`config.mk`:
```
export PLATFORM = sky130hd
export DESIGN_NAME = b2bcd_seq_flat
export DESIGN_NICKNAME = d
export VERILOG_FILES = /design/src/rtl/b2bcd_seq_if.sv /design/src/rtl/b2bcd_seq.sv /design/src/flat_wrapper.sv
export SDC_FILE = /design/constraint.sdc
export NUM_CORES = 1
export LEC_CHECK = 0
export ABC_AREA = 1
export CAP_MARGIN = 5
export CORE_AREA = 2 2 92 94
export DETAILED_ROUTE_END_ITERATION = 8
export DIE_AREA = 0 0 94 96
export GPL_ROUTABILITY_DRIVEN = 0
export GPL_TIMING_DRIVEN = 0
export PLACE_DENSITY = 0.84
export SLEW_MARGIN = 20
export SYNTH_ARGS = -nofsm -noshare
export SYNTH_HDL_FRONTEND = slang
export SYNTH_SLANG_ARGS = --single-unit
```
`constraint.sdc`:
```
create_clock -name clk -period 8.5 [get_ports clk]
set_input_delay 1.7 -clock clk [delete_from_list [all_inputs] [get_ports clk]]
set_output_delay 1.7 -clock clk [all_outputs]
set_load 0.02 [all_outputs]
```
`src/rtl/b2bcd_seq_if.sv`:
```
// Handshake and result bus for the sequential binary-to-BCD converter.
// in_valid/in_ready: a value on din is taken on any rising clk edge where
// both are high. dout_valid is a one-cycle pulse with no back-pressure;
// dout/ovf (and blank when B2BCD_BLANK_EN is defined) hold until the next result.
interface b2bcd_seq_if #(
   parameter int BIN_W  = 24,
   parameter int DIGITS = 8
);
   logic                  in_valid;
   logic                  in_ready;
   logic [BIN_W-1:0]      din;
   logic                  dout_valid;
   logic [4*DIGITS-1:0]   dout;
   logic                  ovf;
`ifdef B2BCD_BLANK_EN
   logic [DIGITS-1:0]     blank;
`endif

   // Converter side
   modport slave (
`ifdef B2BCD_BLANK_EN
      output blank,
`endif
      input  in_valid, din,
      output in_ready, dout_valid, dout, ovf
   );

   // Producer / consumer side
   modport master (
`ifdef B2BCD_BLANK_EN
      input  blank,
`endif
      output in_valid, din,
      input  in_ready, dout_valid, dout, ovf
   );
endinterface

```
`src/rtl/b2bcd_seq.sv`:
```
// b2bcd_seq: sequential binary-to-packed-BCD converter (double dabble),
// one input bit per clock. A conversion takes BIN_W clocks from accept to
// the dout_valid pulse. Digits beyond DIGITS are dropped and flagged on ovf.
// Optional macro B2BCD_BLANK_EN adds a registered leading-zero mask (blank).
module b2bcd_seq #(
   parameter int BIN_W  = 24,
   parameter int DIGITS = 8
) (
   input  logic          clk,
   input  logic          rst,
   b2bcd_seq_if.slave    bus,
   output logic          state_dbg_o   // 1 while a conversion is shifting
);

   localparam int CNT_W = (BIN_W > 1) ? $clog2(BIN_W) : 1;
   localparam int BCD_W = 4 * DIGITS;

   generate
      if (DIGITS < 1 || BIN_W < 1) begin : g_param_err
         $error("b2bcd_seq: BIN_W and DIGITS must both be >= 1");
      end
   endgenerate

   typedef enum logic {IDLE = 1'b0, SHIFT = 1'b1} state_t;

   state_t             state_q, state_d;
   logic [BIN_W-1:0]   bin_sr_q, bin_sr_d;
   logic [BCD_W-1:0]   bcd_sr_q, bcd_sr_d;
   logic [CNT_W-1:0]   cnt_q, cnt_d;
   logic               ovf_acc_q, ovf_acc_d;
   logic [BCD_W-1:0]   dout_q, dout_d;
   logic               ovf_q, ovf_d;
   logic               dout_valid_q, dout_valid_d;

   logic [BCD_W-1:0]   corr;       // bcd_sr after per-nibble add-3
   logic [BCD_W-1:0]   shifted;    // corr shifted left with next binary bit
   logic               out_bit;    // bit leaving the top digit (overflow)
   logic               last_shift;

`ifdef B2BCD_BLANK_EN
   localparam logic [DIGITS-1:0] BLANK_RST = ~DIGITS'(1);
   logic [DIGITS-1:0]  blank_q, blank_d, blank_nx;
`endif

   // Double-dabble step: add 3 to each digit >= 5 (no carry between nibbles), then shift
   always_comb begin
      corr = bcd_sr_q;
      for (int i = 0; i < DIGITS; i++) begin
         if (bcd_sr_q[4*i +: 4] >= 4'd5)
            corr[4*i +: 4] = bcd_sr_q[4*i +: 4] + 4'd3;
      end
      shifted    = {corr[BCD_W-2:0], bin_sr_q[BIN_W-1]};
      out_bit    = corr[BCD_W-1];
      last_shift = (cnt_q == CNT_W'(BIN_W - 1));
   end

`ifdef B2BCD_BLANK_EN
   // Leading-zero mask of the result about to be latched; units digit always shown
   always_comb begin
      logic zero_run;
      zero_run = 1'b1;
      blank_nx = '0;
      for (int i = DIGITS - 1; i >= 1; i--) begin
         zero_run    = zero_run & (shifted[4*i +: 4] == 4'd0);
         blank_nx[i] = zero_run;
      end
   end
`endif

   // Next-state and datapath control
   always_comb begin
      state_d      = state_q;
      bin_sr_d     = bin_sr_q;
      bcd_sr_d     = bcd_sr_q;
      cnt_d        = cnt_q;
      ovf_acc_d    = ovf_acc_q;
      dout_d       = dout_q;
      ovf_d        = ovf_q;
      dout_valid_d = 1'b0;
`ifdef B2BCD_BLANK_EN
      blank_d      = blank_q;
`endif
      case (state_q)
         IDLE: begin
            if (bus.in_valid) begin
               bin_sr_d  = bus.din;
               bcd_sr_d  = '0;
               cnt_d     = '0;
               ovf_acc_d = 1'b0;
               state_d   = SHIFT;
            end
         end
         SHIFT: begin
            bcd_sr_d  = shifted;
            bin_sr_d  = bin_sr_q << 1;
            ovf_acc_d = ovf_acc_q | out_bit;
            cnt_d     = cnt_q + CNT_W'(1);
            if (last_shift) begin
               dout_d       = shifted;
               ovf_d        = ovf_acc_q | out_bit;
               dout_valid_d = 1'b1;
               state_d      = IDLE;
`ifdef B2BCD_BLANK_EN
               blank_d      = blank_nx;
`endif
            end
         end
         default: state_d = IDLE;
      endcase
   end

   // State and datapath registers
   always_ff @(posedge clk or posedge rst) begin
      if (rst) begin
         state_q      <= IDLE;
         bin_sr_q     <= '0;
         bcd_sr_q     <= '0;
         cnt_q        <= '0;
         ovf_acc_q    <= 1'b0;
         dout_q       <= '0;
         ovf_q        <= 1'b0;
         dout_valid_q <= 1'b0;
`ifdef B2BCD_BLANK_EN
         blank_q      <= BLANK_RST;
`endif
      end else begin
         state_q      <= state_d;
         bin_sr_q     <= bin_sr_d;
         bcd_sr_q     <= bcd_sr_d;
         cnt_q        <= cnt_d;
         ovf_acc_q    <= ovf_acc_d;
         dout_q       <= dout_d;
         ovf_q        <= ovf_d;
         dout_valid_q <= dout_valid_d;
`ifdef B2BCD_BLANK_EN
         blank_q      <= blank_d;
`endif
      end
   end

   assign bus.in_ready   = (state_q == IDLE);
   assign bus.dout_valid = dout_valid_q;
   assign bus.dout       = dout_q;
   assign bus.ovf        = ovf_q;
`ifdef B2BCD_BLANK_EN
   assign bus.blank      = blank_q;
`endif
   assign state_dbg_o    = (state_q == SHIFT);

endmodule

```
`src/flat_wrapper.sv`:
```
// flat-port wrapper written by rule: the top's interface ports become plain ports
module b2bcd_seq_flat 
#(
   parameter int BIN_W  = 24,
   parameter int DIGITS = 8
)
  (clk, rst, state_dbg_o, bus_in_valid, bus_din, bus_in_ready, bus_dout_valid, bus_dout, bus_ovf);
  b2bcd_seq_if #(.BIN_W(BIN_W), .DIGITS(DIGITS)) bus_i ();
  input  logic clk;
  input  logic rst;
  output logic state_dbg_o;
  input wire logic [$bits(bus_i.in_valid)-1:0] bus_in_valid;
  input wire logic [$bits(bus_i.din)-1:0] bus_din;
  output wire logic [$bits(bus_i.in_ready)-1:0] bus_in_ready;
  output wire logic [$bits(bus_i.dout_valid)-1:0] bus_dout_valid;
  output wire logic [$bits(bus_i.dout)-1:0] bus_dout;
  output wire logic [$bits(bus_i.ovf)-1:0] bus_ovf;
  assign bus_i.in_valid = bus_in_valid;
  assign bus_i.din = bus_din;
  assign bus_in_ready = bus_i.in_ready;
  assign bus_dout_valid = bus_i.dout_valid;
  assign bus_dout = bus_i.dout;
  assign bus_ovf = bus_i.ovf;
  b2bcd_seq #(.BIN_W(BIN_W), .DIGITS(DIGITS)) u_core (.clk(clk), .rst(rst), .bus(bus_i), .state_dbg_o(state_dbg_o));
endmodule
```
# After elaboration in Yosys (flattened, before gate mapping)
# Cells that the tools add are included.
# word_totals
ff_bits,97
input_bits,27
output_inout_bits,36
wordCells,51
# op_classes
n_addsub,9
order_cmp,8
eq_ne,2
mux,21
bitwise_logic,2
n_reduce_logical,1
# op_table
operator,n
$pmux 32 s2,1
$pmux 24 s2,1
$add 4x2->4 const B,8
$ge 4x3->1 const B,8
$mux 32,1
$mux 4,8
$mux 24,1
$pmux 5 s2,1
$add 5x1->5 const B,1
$eq 5x5->1 const B,1
$mux 1,5
$mux 5,1
$pmux 1 s2,2
$ne 2x2->1 const B,1
$reduce_and 2->1,1
$not 1->1,1
$or 1x1->1,1

# Depth between registers and ports, before layout
# depth
depth_word,4
ltp_mapped,10

# Worst setup path after synthesis
# Ideal clock, no wire load.
# synth_path
kind,reg2out
from,reg u_core.state_q (netlist: u_core.state_dbg_o)
to,out bus_in_ready
t_arrival_ns,1.057
setup_slack_ns,5.743
stages_incl_launch_ff,4
n_path_buf,2
cell_sequence,dfrtp_1 -> buf_4 -> inv_2 -> clkbuf_1
# synth_via
elab_chain_cells,1
# synth_rtl
item,line,rtl
"start, declared",b2bcd_seq.sv:26,"state_t state_q, state_d;"
"start signal, assigned",b2bcd_seq.sv:127,state_q <= state_d;
$not 1->1,b2bcd_seq.sv:141,assign bus.in_ready = (state_q == IDLE);
"end, declared",flat_wrapper.sv:14,output wire logic [$bits(bus_i.in_ready)-1:0] bus_in_ready;
# Every way passes these cells.

# Final worst setup path
# Same ends and word-level chain as after synthesis.

==> flow_metrics.py <==
metrics = {
    "synth": {
        "synth_cell_types": 22,
        "synth_top_area_share_pct": 52.8,
        "synth_top_cell_by_area": "dfrtp_1",
        "yosys_warnings": 0,
        "synth-seq-area-share_pct": 52.8,
        "syn_inst": 563,
        "synth_area_mm2": 0.00460,
        "synthTopCellsByArea": "dfrtp_1 (53%), nand2_1 (18%), nand3_1 (9.5%)",
        "synth_nets": 607,
        "ys_ff_latch": 97,
        "synth_area_per_cell_um2": 8.17,
    },
    "global_route": {
        "grt_pass1_wl_mm": 17.4,
        "track_usage_pct": 24.3,
        "grt_max_degree": 51,
        "grt_pass1_vias": 3927,
        "grt_overflow": 0,
        "antenna_found_initial": 0,
    },
    "detailed_routing": {
        "drt_pass1_iterations": 6,
        "wl_mm": 10.2,
        "drcViolationCount": 0,
        "wl_per_cell_um": 13.6,
        "vias": 4025,
        "drtAntennaViolNets": 0,
        "drt_iter0_drc": 308,
        "viasPerCell": 5.40,
    },
    "floorplanning": {
        "io_pins": 63,
        "start_util_pct": 57.1,
        "rows": 33,
        "die_width_um": 94,
        "dieArea_mm2": 0.00902,
        "die_y_um": 96,
        "core_mm2": 0.00805,
    },
    "clock_network": {
        "cts_buffers": 9,
        "htreeDepth": 3,
        "ctsHoldBuffers": 0,
        "clockBufferDepth": 2,
        "clockRootBuffer": "clkbuf_8",
        "clock-sinks": 97,
        "cts_resized": 0,
        "cts_tree": "built",
        "clock_latency_ps": 350,
        "postCtsSetupRepairBufs": 0,
        "clkTransAtPathRegs_ps": 90,
    },
    "worst_setup_path": {
        "critPathRequiredTime_ps": 6800,
        "ff2ff_setup_slack_ps": 6870,
        "cp_data_arrival_time_ps": 2220,
        "path_class": "reg -> out",
        "reg2reg_from": "u_core.bcd_sr_q[4]",
        "reg2reg_depth": 8,
        "reg2reg_to": "u_core.bcd_sr_q[5]",
        "cp-end-kind": "primary output",
        "crit_path_max_fanout": 10,
        "startpoint_type": "register",
    },
    "pwr": {
        "finalPower_mw": 2.11,
        "irDropWorstVdd_mv": 0.163,
        "p_per_area_mw_per_mm2": 378,
        "power.leakage_nw": 2.81,
    },
    "sta": {
        "min_period_ps": 3920,
        "fin_crit_sh_pct": 46.1,
        "tightest_slew_ps": 622,
        "rsz0062_at_grt": "no",
        "max_freq_mhz": 255,
        "whs_ps": 486,
        "setup-tns-final_ps": 0,
        "final_hold_viol_count": 0,
        "fin_worst_skew_ps": 10.9,
        "relSlewSlack_pct": 58.5,
        "setup_viol": 0,
        "worst_slack_ps": 4580,
        "slew_viol_final": 0,
    },
    "placement": {
        "dp_slack_ps": 5000,
        "port_buffers": 62,
        "dp_hpwl_mm": 7.34,
    },
    "worst_hold_path": {
        "hold_path_class": "reg -> reg",
        "hold_depth": 2,
        "hold_start": "u_core.bus.dout[9]",
        "holdPathEnd": "u_core.bus.dout[9]",
    },
    "finish": {
        "drive_gt1_share_pct": 5.31,
        "final_util_pct": 69.2,
        "final_nets": 681,
        "syn_to_final_growth_pct": 21.1,
        "insertedDiodeCount": 0,
        "fillCellCount": 657,
    },
    "status": {
        "status": "finished clean",
    },
    "job": {
        "maxCapViolations": 0,
    },
}
[sequential cells by signal, indices dropped and copies added, names as in the netlist]
register and flops:
u_core.cnt_q 5, u_core.bus.dout 32, u_core.bus.dout_valid 1, u_core.bin_sr_q 24, u_core.bus.ovf 1, u_core.ovf_acc_q 1
u_core.state_dbg_o 1, u_core.bcd_sr_q 32
[cells in the final DEF, fill, tap and decap left out, drive strengths merged, types with 2 or more instances in the layout]
cell type and instances:
a21oi 5, a22o 2, buf 14, clkbuf 19, clkdlybuf4s50 62, clkinv 2, dfrtp 97, ha 17
inv 43, nand2 227, nand3 88, nor2 10, o211ai 8, o21ai 34, o22ai 9
[per-layer routing]
| metal | share of wire [%] | track usage, % | vias up | wire length, um |
|---|---|---|---|---|
| met5 | 0 | 0 | - | 0 |
| met4 | 1.2 | 9.06 | 0 | 123 |
| met3 | 5.2 | 4.62 | 11 | 524 |
| met2 | 50 | 41.4 | 131 | 5120 |
| met1 | 43 | 31.2 | 1908 | 4400 |
| li1 | - | - | 1975 | - |
[power breakdown]
part	internal, mW	switching, mW
logic	0.396	0.594
registers	0.668	0.158
clock network	0.141	0.151
total	1.20	0.903
[logic make-up (layout without fill, tap and decap cells)]
group           after synthesis  in the layout  synth area share, %
compound gates               58             58                 7.15
simple gates                326            326                 29.4
buf+inv                      65            142                 6.07
flops                        97             97                 52.8
fa+ha+maj                    17             17                 4.62
[per-stage QoR]
stage | cell area, um2 | std cells
final | 5570 | 745
after global routing | 5570 | 745
after CTS | 5570 | 745
after detailed placement | 5380 | 731
after global placement | 5350 | 730
after floorplan | 4600 | 563
[worst max-delay path, stage by stage (launching register included)]
cell and delay (ps):
dfrtp_1 420, buf_4 180, inv_2 60, clkbuf_1 480, clkdlybuf4s50_1 730
[synth_stat cells]
master	count
o211ai_1	8
a22o_1	2
o22ai_1	9
ha_1	17
clkinv_2	1
nor2_1	9
buf_2	9
nand3_1	87
dfrtp_1	97
nand2_2	1
nand3_2	1
o21ai_0	27
buf_6	2
clkbuf_1	8
a21oi_1	5
buf_4	2
nor2_4	1
inv_1	41
nand4_1	1
inv_2	2
nand2_1	226
o21ai_1	7
[cell type report]
class	instances	area (um2)	area share [%]
clock buffers	11	141	2.54
flip-flops and latches	97	2430	43.6
well taps	105	131	2.36
clock inverters	3	42.5	0.764
multi-input cells	401	1890	34.0
inverters	44	171	3.08
repair buffers	63	648	11.6
plain buffers	21	113	2.02
[how the worst max path moves through the flow]
stage / startpoint / to / slack, ps / depth (start not counted)
after floorplan: rst / u_core.bcd_sr_q[0] / 4270 / 1
after global placement: rst / u_core.bus.dout[17] / 2880 / 2
after detailed placement: u_core.state_dbg_o / bus_in_ready / 5000 / 4
after CTS: u_core.state_dbg_o / bus_in_ready / 4600 / 4
after global routing: u_core.state_dbg_o / bus_in_ready / 4550 / 4
final: u_core.state_dbg_o / bus_in_ready / 4580 / 4
No activity file was read; power rests on OpenSTA's default activity.
